<file path="src/rtl/mode_state_machine_pkg.sv">
// rtl/mode_state_machine_pkg.sv - mode codes and width shared by the mode state machine slice
package mode_state_machine_pkg;

  localparam int MODE_WIDTH = 3;

  typedef enum logic [MODE_WIDTH-1:0] {
    POWER_OFF   = 3'd0,
    STAND_MODE  = 3'd1,
    FIRST_MODE  = 3'd2,
    SECOND_MODE = 3'd3,
    THIRD_MODE  = 3'd4
  } mode_e;

  function automatic logic is_timed(input mode_e m);
    return (m == SECOND_MODE) || (m == THIRD_MODE);
  endfunction

endpackage

</file>
<file path="src/rtl/mode_state_machine_second_tick_gen.sv">
// rtl/mode_state_machine_second_tick_gen.sv - prescaler producing one tick per CLK_FREQ_HZ enabled cycles
module second_tick_gen #(
  parameter int CLK_FREQ_HZ = 100_000_000
) (
  input  logic clk,
  input  logic rst,
  input  logic enable,
  input  logic clear,
  output logic tick
);

  localparam int CW = (CLK_FREQ_HZ > 2) ? $clog2(CLK_FREQ_HZ) : 1;
  localparam logic [CW-1:0] LAST = CW'(CLK_FREQ_HZ - 1);

  logic [CW-1:0] cnt_q, cnt_d;

  // Tick ignores clear so the consumer can base its transition decision on it without a loop.
  assign tick = enable && (cnt_q == LAST);

  always_comb begin
    cnt_d = cnt_q;
    if (clear || !enable || (cnt_q == LAST)) begin
      cnt_d = '0;
    end else begin
      cnt_d = cnt_q + CW'(1);
    end
  end

  always_ff @(posedge clk or posedge rst) begin
    if (rst) begin
      cnt_q <= '0;
    end else begin
      cnt_q <= cnt_d;
    end
  end

endmodule

</file>
<file path="src/rtl/mode_state_machine.sv">
// rtl/mode_state_machine.sv - owner of current_mode with timed hurricane/self-clean modes
// Optional feature macro: HURRICANE_ONCE_EN (hurricane allowed once per power cycle).
module mode_state_machine
  import mode_state_machine_pkg::*;
#(
  parameter int CLK_FREQ_HZ       = 100_000_000,
  parameter int SECOND_DURATION_S = 60,
  parameter int THIRD_DURATION_S  = 180
) (
  input  logic                  clk,
  input  logic                  rst,
  input  logic                  power_on,
  input  logic                  first_mode_toggle,
  input  logic                  second_mode_toggle,
  input  logic                  third_mode_toggle,
  input  logic                  standby_toggle,
  output logic [MODE_WIDTH-1:0] current_mode,
  output logic [7:0]            countdown_s,
  output logic                  mode_changed
);

  mode_e      mode_q, mode_d;
  logic [7:0] countdown_q, countdown_d;
  logic       mode_changed_q;
  logic       tick;
  logic       second_ok;

`ifdef HURRICANE_ONCE_EN
  logic hurricane_used_q, hurricane_used_d;
  assign second_ok = !hurricane_used_q;
`else
  assign second_ok = 1'b1;
`endif

  second_tick_gen #(
    .CLK_FREQ_HZ(CLK_FREQ_HZ)
  ) u_tick (
    .clk   (clk),
    .rst   (rst),
    .enable(is_timed(mode_q)),
    .clear (mode_d != mode_q),
    .tick  (tick)
  );

  always_comb begin
    mode_d      = mode_q;
    countdown_d = countdown_q;
    if (!power_on) begin
      mode_d = POWER_OFF;
    end else begin
      unique case (mode_q)
        POWER_OFF: mode_d = STAND_MODE;
        STAND_MODE: begin
          if (first_mode_toggle)                   mode_d = FIRST_MODE;
          else if (second_mode_toggle && second_ok) mode_d = SECOND_MODE;
          else if (third_mode_toggle)              mode_d = THIRD_MODE;
        end
        FIRST_MODE: begin
          if (standby_toggle)                      mode_d = STAND_MODE;
          else if (second_mode_toggle && second_ok) mode_d = SECOND_MODE;
        end
        SECOND_MODE: begin
          if (standby_toggle)         mode_d = STAND_MODE;
          else if (first_mode_toggle) mode_d = FIRST_MODE;
          else if (tick) begin
            if (countdown_q == 8'd1) mode_d = FIRST_MODE;
            else                     countdown_d = countdown_q - 8'd1;
          end
        end
        THIRD_MODE: begin
          if (tick) begin
            if (countdown_q == 8'd1) mode_d = STAND_MODE;
            else                     countdown_d = countdown_q - 8'd1;
          end
        end
        default: mode_d = POWER_OFF;
      endcase
    end
    // Any mode change either loads a fresh duration or zeroes the countdown.
    if (mode_d != mode_q) begin
      if (mode_d == SECOND_MODE)     countdown_d = 8'(SECOND_DURATION_S);
      else if (mode_d == THIRD_MODE) countdown_d = 8'(THIRD_DURATION_S);
      else                           countdown_d = 8'd0;
    end
  end

`ifdef HURRICANE_ONCE_EN
  always_comb begin
    hurricane_used_d = hurricane_used_q;
    if (!power_on) begin
      hurricane_used_d = 1'b0;
    end else if ((mode_d == SECOND_MODE) && (mode_q != SECOND_MODE)) begin
      hurricane_used_d = 1'b1;
    end
  end

  always_ff @(posedge clk or posedge rst) begin
    if (rst) begin
      hurricane_used_q <= 1'b0;
    end else begin
      hurricane_used_q <= hurricane_used_d;
    end
  end
`endif

  always_ff @(posedge clk or posedge rst) begin
    if (rst) begin
      mode_q         <= POWER_OFF;
      countdown_q    <= 8'd0;
      mode_changed_q <= 1'b0;
    end else begin
      mode_q         <= mode_d;
      countdown_q    <= countdown_d;
      mode_changed_q <= (mode_d != mode_q);
    end
  end

  assign current_mode = mode_q;
  assign countdown_s  = countdown_q;
  assign mode_changed = mode_changed_q;

endmodule
</file>
<file path="config.mk">
export PLATFORM = sky130hd
export DESIGN_NAME = mode_state_machine
export DESIGN_NICKNAME = d
export VERILOG_FILES = /design/src/rtl/mode_state_machine_pkg.sv /design/src/rtl/mode_state_machine_second_tick_gen.sv /design/src/rtl/mode_state_machine.sv
export SDC_FILE = /design/constraint.sdc
export NUM_CORES = 1
export LEC_CHECK = 0
export CAP_MARGIN = 30
export CORE_MARGIN = 2
export CORE_UTILIZATION = 63
export DETAILED_ROUTE_END_ITERATION = 10
export DONT_BUFFER_PORTS = 1
export PLACE_DENSITY_LB_ADDON = 0.2
export SYNTH_ARGS = -nofsm -noshare
export SYNTH_HDL_FRONTEND = slang
export SYNTH_SLANG_ARGS = --single-unit
</file>
<file path="constraint.sdc">
create_clock -name clk -period 3.1 [get_ports clk]
set_input_delay 0.465 -clock clk [delete_from_list [all_inputs] [get_ports clk]]
set_output_delay 0.465 -clock clk [all_outputs]
set_load 0.005 [all_outputs]
</file>
* Word level (Yosys, flattened, before mapping) *
Cells that the tools add are included.

storage, ports and cells
  output and inout bits = 12
  word-level logic and storage cells = 49
  register bits after elaboration = 39

operators by class
  reductions and logical operators = 9
  multiplexer cells = 23
  equal/unequal tests = 11
  add/subtract/negate cells = 2

operators by type and width
  kind                                                   count
  two-way mux 8 bit                                      8
  two-way mux 3 bit                                      12
  adder 27 x 1 -> 27 bit, second input constant          1
  equality test 27 bit, second input constant            1
  two-way mux 27 bit                                     1
  case mux 8 bit (2 select lines)                        1
  case mux 3 bit (5 select lines)                        1
  equality test 3 x 2 -> 1 bit, second input constant    3
  equality test 8 x 1 -> 1 bit, second input constant    1
  subtractor 8 x 1 -> 8 bit, second input constant       1
  equality test 3 bit, second input constant             2
  inequality test 3 x 2 -> 1 bit, second input constant  2
  AND reduction 4 bit                                    1
  equality test 3 x 1 -> 1 bit, second input constant    1
  logical NOT 3 bit                                      1
  logical OR 1 bit                                       3
  inequality test 3 bit                                  1
  nonzero test 3 bit                                     1
  nonzero test 2 bit                                     1
  logical AND 1 bit                                      1
  logical NOT 1 bit                                      1

* Depth between registers and ports, before layout *
Gate-level depths: netlist of the first run.

  word-level depth = 12
  gate-level depth with buffers = 9
  mapped depth without buffers = 9

* Hierarchy *
From an unflattened synthesis of the first run, not the netlist that was laid out.

second synthesis, totals
  cell total of the unflattened synthesis = 244
  area total of the unflattened synthesis = 2334.7 um2

modules (own cells, without submodules)
  module              seq. area each (um2)  cells an instance  area an instance (um2)  instances
  second_tick_gen     675.6                 148                1442.6                  1
  mode_state_machine  300.3                 96                 892.1                   1

* Worst setup path before layout of the first run *
Ideal clock, no wire load.

  path kind = register -> register
  start = register u_tick.cnt_q[10]
  end = register countdown_q[2] (netlist: countdown_s[2])
  data required time = 2952 ps
  period minus slack after synthesis = 2324 ps
  buffers on the path = 0
  arrival = 2175 ps
  cell stages (with the launch flop) = 8
  slack = 776 ps
  path through = dfrtp_1 or4b_1 or4_4 nor4_4 a211oi_1 inv_1 o311a_1 a21oi_1

on the way
  elaborated cells between the ends (all ways) = 24

RTL lines
  what                                                                     RTL line                                  text
  start: declaration                                                       mode_state_machine_second_tick_gen.sv:15  logic [CW-1:0] cnt_q, cnt_d;
  start signal: assignment                                                 mode_state_machine_second_tick_gen.sv:33  cnt_q <= cnt_d;
  equality test 27 bit (*)                                                 mode_state_machine_second_tick_gen.sv:18  assign tick = enable && (cnt_q == LAST);
  logical AND 1 bit (*)                                                    mode_state_machine_second_tick_gen.sv:18
  two-way mux 3 bit                                                        mode_state_machine.sv:65                  else if (tick) begin
  two-way mux 3 bit                                                        mode_state_machine.sv:64                  else if (first_mode_toggle) mode_d = FIRST_MODE;
  two-way mux 3 bit                                                        mode_state_machine.sv:63                  if (standby_toggle) mode_d = STAND_MODE;
  case mux 3 bit (5 select lines) (*)                                      mode_state_machine.sv:51                  unique case (mode_q)
  two-way mux 3 bit (*)                                                    mode_state_machine.sv:48                  if (!power_on) begin
  inequality test 3 bit (*)                                                -
  named net u_tick.clear                                                   mode_state_machine_second_tick_gen.sv:8   input logic clear,
  inequality test 3 x 2 -> 1 bit (no source line) (tied with other cells)  -
  AND reduction 4 bit (no source line)                                     -
  end signal: assignment                                                   mode_state_machine.sv:113                 countdown_q <= countdown_d;
  end: declaration                                                         mode_state_machine.sv:23                  logic [7:0] countdown_q, countdown_d;

Mark *: on every way through the listed nets, which the timed path passes. The rest lies on a longest branch. The select of a mux whose other input is x is not followed.
A chain may end at the register's enable or synchronous reset.

* Final worst setup path of the first run *
  start = register u_tick.cnt_q[10]
  end = register countdown_q[5] (netlist: countdown_s[5])

Same word-level chain as after synthesis.

==> results.yml, run 1 <==
outcome:
  status: "complete, no violations"
layout:
  multi_input_area_mm2: 0.00117
  nFillCells: 274
  regArea_um2: 976
  final_area_mm2: 0.00235
  drive_gt1_share_pct: 7.32
  fin_util_pct: 70.0
  final_net_count: 255
  antenna_cells: 0
  area.growth.synth_to_final_pct: 6.09
  final_cell_mix: "nor2_1, dfrtp_1, xor2_1"
  final_common_cell: "nor2_1"
  fin_cells: 292
clock_tree:
  cts_setup_buffers: 0
  cts_made_buffers: 5
  htreeDepth: 2
  cts_resized: 0
  clock_sinks: 39
  cts_hold_buf: 0
  worstSkewPairLatency_ns: 0.35
  cts_root_buf: "clkbuf_4"
  clk_pin_slew_ns: 0.12
  cts_buffer_depth: 2
  cts_tree: "yes"
route:
  wl_per_cell_um: 14.8
  drc: 0
  firstDrtPassIters: 4
  drtAntennaViolNets: 0
  dr.first_iter.drc_count: 164
  drt-total-wl_mm: 4.32
  vias: 1727
  via_per_inst: 5.91
critical_path:
  crit_chain: "or4b_1 -> or4_4 -> nor4_4 -> a211oi_1 -> inv_1 -> o311a_1 -> a21oi_1"
  critPathLaunchType: "flop"
  cpPeakStageDelay_ns: 0.54
  crit_path_end_kind: "flop"
  worst-path-buf-inv: 1
  cp.required_ns: 3.32
  cp_data_arrival_time_ns: 2.75
  slowest_stage: "or4_4"
  crit_fanout: 6
  crit_family: "simple AND/OR/NAND/NOR gates"
  critPathKind: "flop to flop"
worst_hold_path:
  hold_path.class: "input pin to asynchronous set/reset pin"
timing:
  min_period_over_period_pct: 81.6
  hold_slack_ns: 0.0864
  rsz0062_at_grt: "false"
  maxSlewHeadroom_pct: 58.4
  period_minus_slack_ns: 2.53
  fin_ws_ns: 0.569
  fin_setup_tns_ns: 0
  slew_violations: 0
  hold_viol: 0
  tightest_slew_ns: 0.621
  setup_violations: 0
  skew_ns: 0.0102
  fmax_mhz: 395
logic_synthesis:
  synth_cell_types: 48
  async_flop_share_pct: 100
  syn_area_mm2: 0.00222
  synth-edff-count: 0
  ys_seq_elements: 39
  synth_nets: 252
  syn_inst: 242
  syn-mean-instance-area_um2: 9.17
  yosys_warnings: 0
  synth_flop_cell: "dfrtp_1"
  ys_seq_area_share_pct: 44.0
grt:
  grt_pass1_wl_mm: 7.62
  grt_max_degree: 40
  grt.overflow.total: 0
  grt_usage_pct: 24.5
  grt_pass1_vias: 1654
  antenna_found_initial: 0
place:
  gp_congestion: 0.917
  pre_cts_ws_ns: 0.588
  io_buffers: 0
  hpwlAfterDp_mm: 2.99
  postPlaceCellArea_mm2: 0.00227
  dp_cells: 284
power_and_ir_drop:
  p_comb_share_pct: 12.2
  p_switching_mw: 0.283
  p_clk_share_pct: 33.9
  ir_drop_v: 0.000323
  p_int_mw: 0.775
  seq_power_share_pct: 53.9
  switching_share_pct: 26.7
  total_power_mw: 1.06
  p_leak_nw: 0.914
  power.density_mw_per_mm2: 449
floorplan:
  start_util_pct: 66.0
  chipWidth_um: 63.4
  die_height_um: 63.4
  rows: 21
  ioPinCount: 19
  coreArea_mm2: 0.00336
  dieArea_mm2: 0.00401
job:
  maxCapViolCount: 0
## cell families after synthesis
group,after synthesis,synth area share [%]
AND/OR/NAND/NOR,123,30.5
AO/OA/AOI/OAI,28,8.51
adder cells (fa/ha/maj),3,1.69
buffers and inverters,18,3.10
XOR/XNOR,31,12.2
flip-flops,39,44.0
## sequential cells by signal (all words and copies together) (netlist names)
name          flops
countdown_s       8
current_mode      3
mode_changed      1
u_tick.cnt_q     27
## cell usage after synthesis (all sizes together) (4+ instances only)
cell type	count	area (µm²)
a21oi	6	30.0
clkbuf	6	23.8
dfrtp	39	976
inv	12	45.0
nand2	12	45.0
nand3	9	45.0
nand4	9	62.6
nor2	49	184
nor2b	4	25.0
nor3	7	35.0
nor4	4	40.0
o21ai	7	35.0
or3	4	25.0
xnor2	15	131
xor2	16	140
## worst paths after layout
path	start	end	slack (ns)	cells past startpoint
setup / recovery	u_tick.cnt_q[10]	countdown_s[5]	0.57	7
hold / removal	rst	u_tick.cnt_q[4]	0.09	2
setup reg to reg	u_tick.cnt_q[10]	countdown_s[5]	0.57	7
hold reg to reg	u_tick.cnt_q[0]	u_tick.cnt_q[0]	0.52	1
max in group asynchronous	rst	u_tick.cnt_q[24]	2.65	2
min in group clk	power_on	current_mode[1]	0.28	2
## area by class of cell
cell class / count / share of cell area [%]
inverter: 12 / 1.91
clock buffer: 6 / 2.18
multi-input combinational: 185 / 49.9
clock inverter: 2 / 1.49
sequential: 39 / 41.4
timing repair buffer: 2 / 0.638
tap: 46 / 2.44
## metal layers
metal	global-route usage [%]	share of wire, %
met1	33.1	44
met2	36.4	47
met3	7.32	6.6
met4	11.1	2.5
met5	0	0
## power groups by stage
| stage | logic, mW | registers [mW] | clock network, mW |
|---|---|---|---|
| floorplan | 0.109 | 0.566 | 0 |
| global placement | 0.126 | 0.580 | 0 |
| detailed placement | 0.126 | 0.581 | 0 |
| CTS | 0.127 | 0.570 | 0.368 |
| global route | 0.147 | 0.576 | 0.390 |
| finish | 0.129 | 0.571 | 0.358 |
(Power assumes the default switching activity.)
==> inputs of run 2 (changes only) <==
- CORE_UTILIZATION: 63 -> 57
- clock period: 3.1 -> 2.3 ns (I/O delays scaled with it)
==> run 2 against run 1 <==
Against the previous run: sequential power is 33% higher; clock-buffer cell count stayed put; design area is 10% higher; flip-flop and latch count stayed put; combinational power is 86% higher; worst setup slack worse by 0.54 ns; final cell count is 8.9% higher; die area is 9.8% higher; largest power group unchanged; highest routed layer unchanged.
==> results.yml, run 2 (same netlist as run 1, synthesis figures left out) <==
outcome:
  status: "complete, no violations"
clock_tree:
  clock_sinks: 39
  htreeDepth: 2
  worstSkewPairLatency_ns: 0.29
  cts_made_buffers: 5
  clk_pin_slew_ns: 0.08
  cts_tree: "yes"
  cts_buffer_depth: 2
  cts_root_buf: "clkbuf_8"
timing:
  slew_violations: 0
  fin_ws_ns: 0.0297
  fmax_mhz: 440
  skew_ns: 0.00501
  period_minus_slack_ns: 2.27
  hold_viol: 0
  min_period_over_period_pct: 98.7
  tightest_slew_ns: 0.490
  maxSlewHeadroom_pct: 67.3
  rsz0062_at_grt: "true"
  setup_violations: 0
power_and_ir_drop:
  ir_drop_v: 0.000410
  p_int_mw: 1.06
  total_power_mw: 1.47
  p_comb_share_pct: 16.3
  p_leak_nw: 1.03
  p_switching_mw: 0.414
  seq_power_share_pct: 51.4
  switching_share_pct: 28.1
  power.density_mw_per_mm2: 567
  p_clk_share_pct: 32.3
route:
  drc: 0
  vias: 1814
  wl_per_cell_um: 14.9
  dr.first_iter.drc_count: 134
  drtAntennaViolNets: 0
  via_per_inst: 5.70
  firstDrtPassIters: 6
  drt-total-wl_mm: 4.74
worst_hold_path:
  holdPathStages: 2
  hold_path.class: "input pin to flop"
floorplan:
  start_util_pct: 59.7
  rows: 22
  coreArea_mm2: 0.00372
  die_height_um: 66.4
  dieArea_mm2: 0.00441
  chipWidth_um: 66.4
  ioPinCount: 19
layout:
  fin_util_pct: 69.9
  regMostFlops: "u_tick.cnt_q"
  largest_reg_flops: 27
  antenna_cells: 0
  fin_cells: 318
  final_common_cell: "nor2_1"
  final_net_count: 280
  area.growth.synth_to_final_pct: 17.1
  final_cell_mix: "nor2_1, dfrtp_1, buf_4"
  drive_gt1_share_pct: 15.9
place:
  gp_congestion: 0.831
  pre_cts_ws_ns: -0.0435
  dp_cells: 308
  io_buffers: 0
  hpwlAfterDp_mm: 3.35
critical_path:
  crit_fanout: 8
  critPathLaunchType: "flop"
  critPathKind: "flop to flop"
  worst-r2r-cell-count: 7
  cp_data_arrival_time_ns: 2.45
  crit_path_end_kind: "flop"
  cp.required_ns: 2.48
grt:
  grt_pass1_vias: 1767
  grt_usage_pct: 23.3
  grt_pass1_wl_mm: 7.82
  grt_max_degree: 28
  grt.overflow.total: 0
  antenna_found_initial: 0
job:
  maxCapViolCount: 0
-- run 2: changes by cell type in the layout (fill, tap and decap cells not counted), sizes merged --
cell         previous run  this run
buf                     2        26
bufinv                  1         0
dlygate4sd3             0         1
-- run 2: worst paths after layout --
kind / start / to / slack, ns
hold / removal: power_on / current_mode[1] / 0.21
setup reg to reg: u_tick.cnt_q[8] / countdown_s[3] / 0.03
setup / recovery: u_tick.cnt_q[8] / countdown_s[3] / 0.03
min in group asynchronous: rst / mode_changed / 0.52
hold reg to reg: u_tick.cnt_q[0] / u_tick.cnt_q[0] / 0.49
max in group asynchronous: rst / u_tick.cnt_q[14] / 1.06
-- run 2: through the flow --
step / TNS [ns] / instance area [µm²] / hold WS (ns)
after floorplan: -0.0104 / 2220 / 0.455
after global placement: 0 / 2450 / 0.275
after detailed placement: -0.0499 / 2450 / 0.290
after CTS: 0 / 2570 / 0.197
after global routing: -0.264 / 2600 / 0.216
final: 0 / 2600 / 0.209
-- run 2: power by group through the flow --
stage,Sequential [mW],Combinational [mW],Clock (mW)
final,0.757,0.240,0.476
after detailed placement,0.771,0.220,0
after floorplan,0.763,0.150,0
after global routing,0.762,0.263,0.514
after global placement,0.769,0.219,0
after CTS,0.757,0.225,0.478
-- run 2: worst max-delay path: stages (launching register included) --
cell and delay [ns]:
dfrtp_1 0.38, buf_4 0.14, or4bb_1 0.52, nor4_2 0.35, nand4_4 0.25, o21a_1 0.23
o21ai_0 0.19, o31ai_1 0.10
-- run 2: layout make-up --
cell class                 instances  area (µm²)
tap                               48        60.1
clock inverter                     1        5.00
sequential                        39         976
clock buffer                       6        82.6
multi-input combinational        185        1210
inverter                          12        45.0
timing repair buffer              27         218
fill                             303        1120
-- run 2: timing repair --
| item | 4_1_cts | 5_1_grt |
|---|---|---|
| pin swaps | 3 | 1 |
| buffers inserted | 0 | 2 |
| hold buffers | 1 | 0 |
| hold endpoints to repair | 12 | 0 |
| gates resized for setup | 2 | 2 |
| endpoints found under the setup margin | 5 | 7 |
-- run 2: routing by layer --
metal / GRT usage [%] / share of wire, % / up-vias
met2: 40.1 / 50 / 50
met1: 28.2 / 43 / 861
li1: - / - / 892
met3: 5.96 / 5.0 / 11
met5: 0 / 0 / -
met4: 7.65 / 1.9 / 0
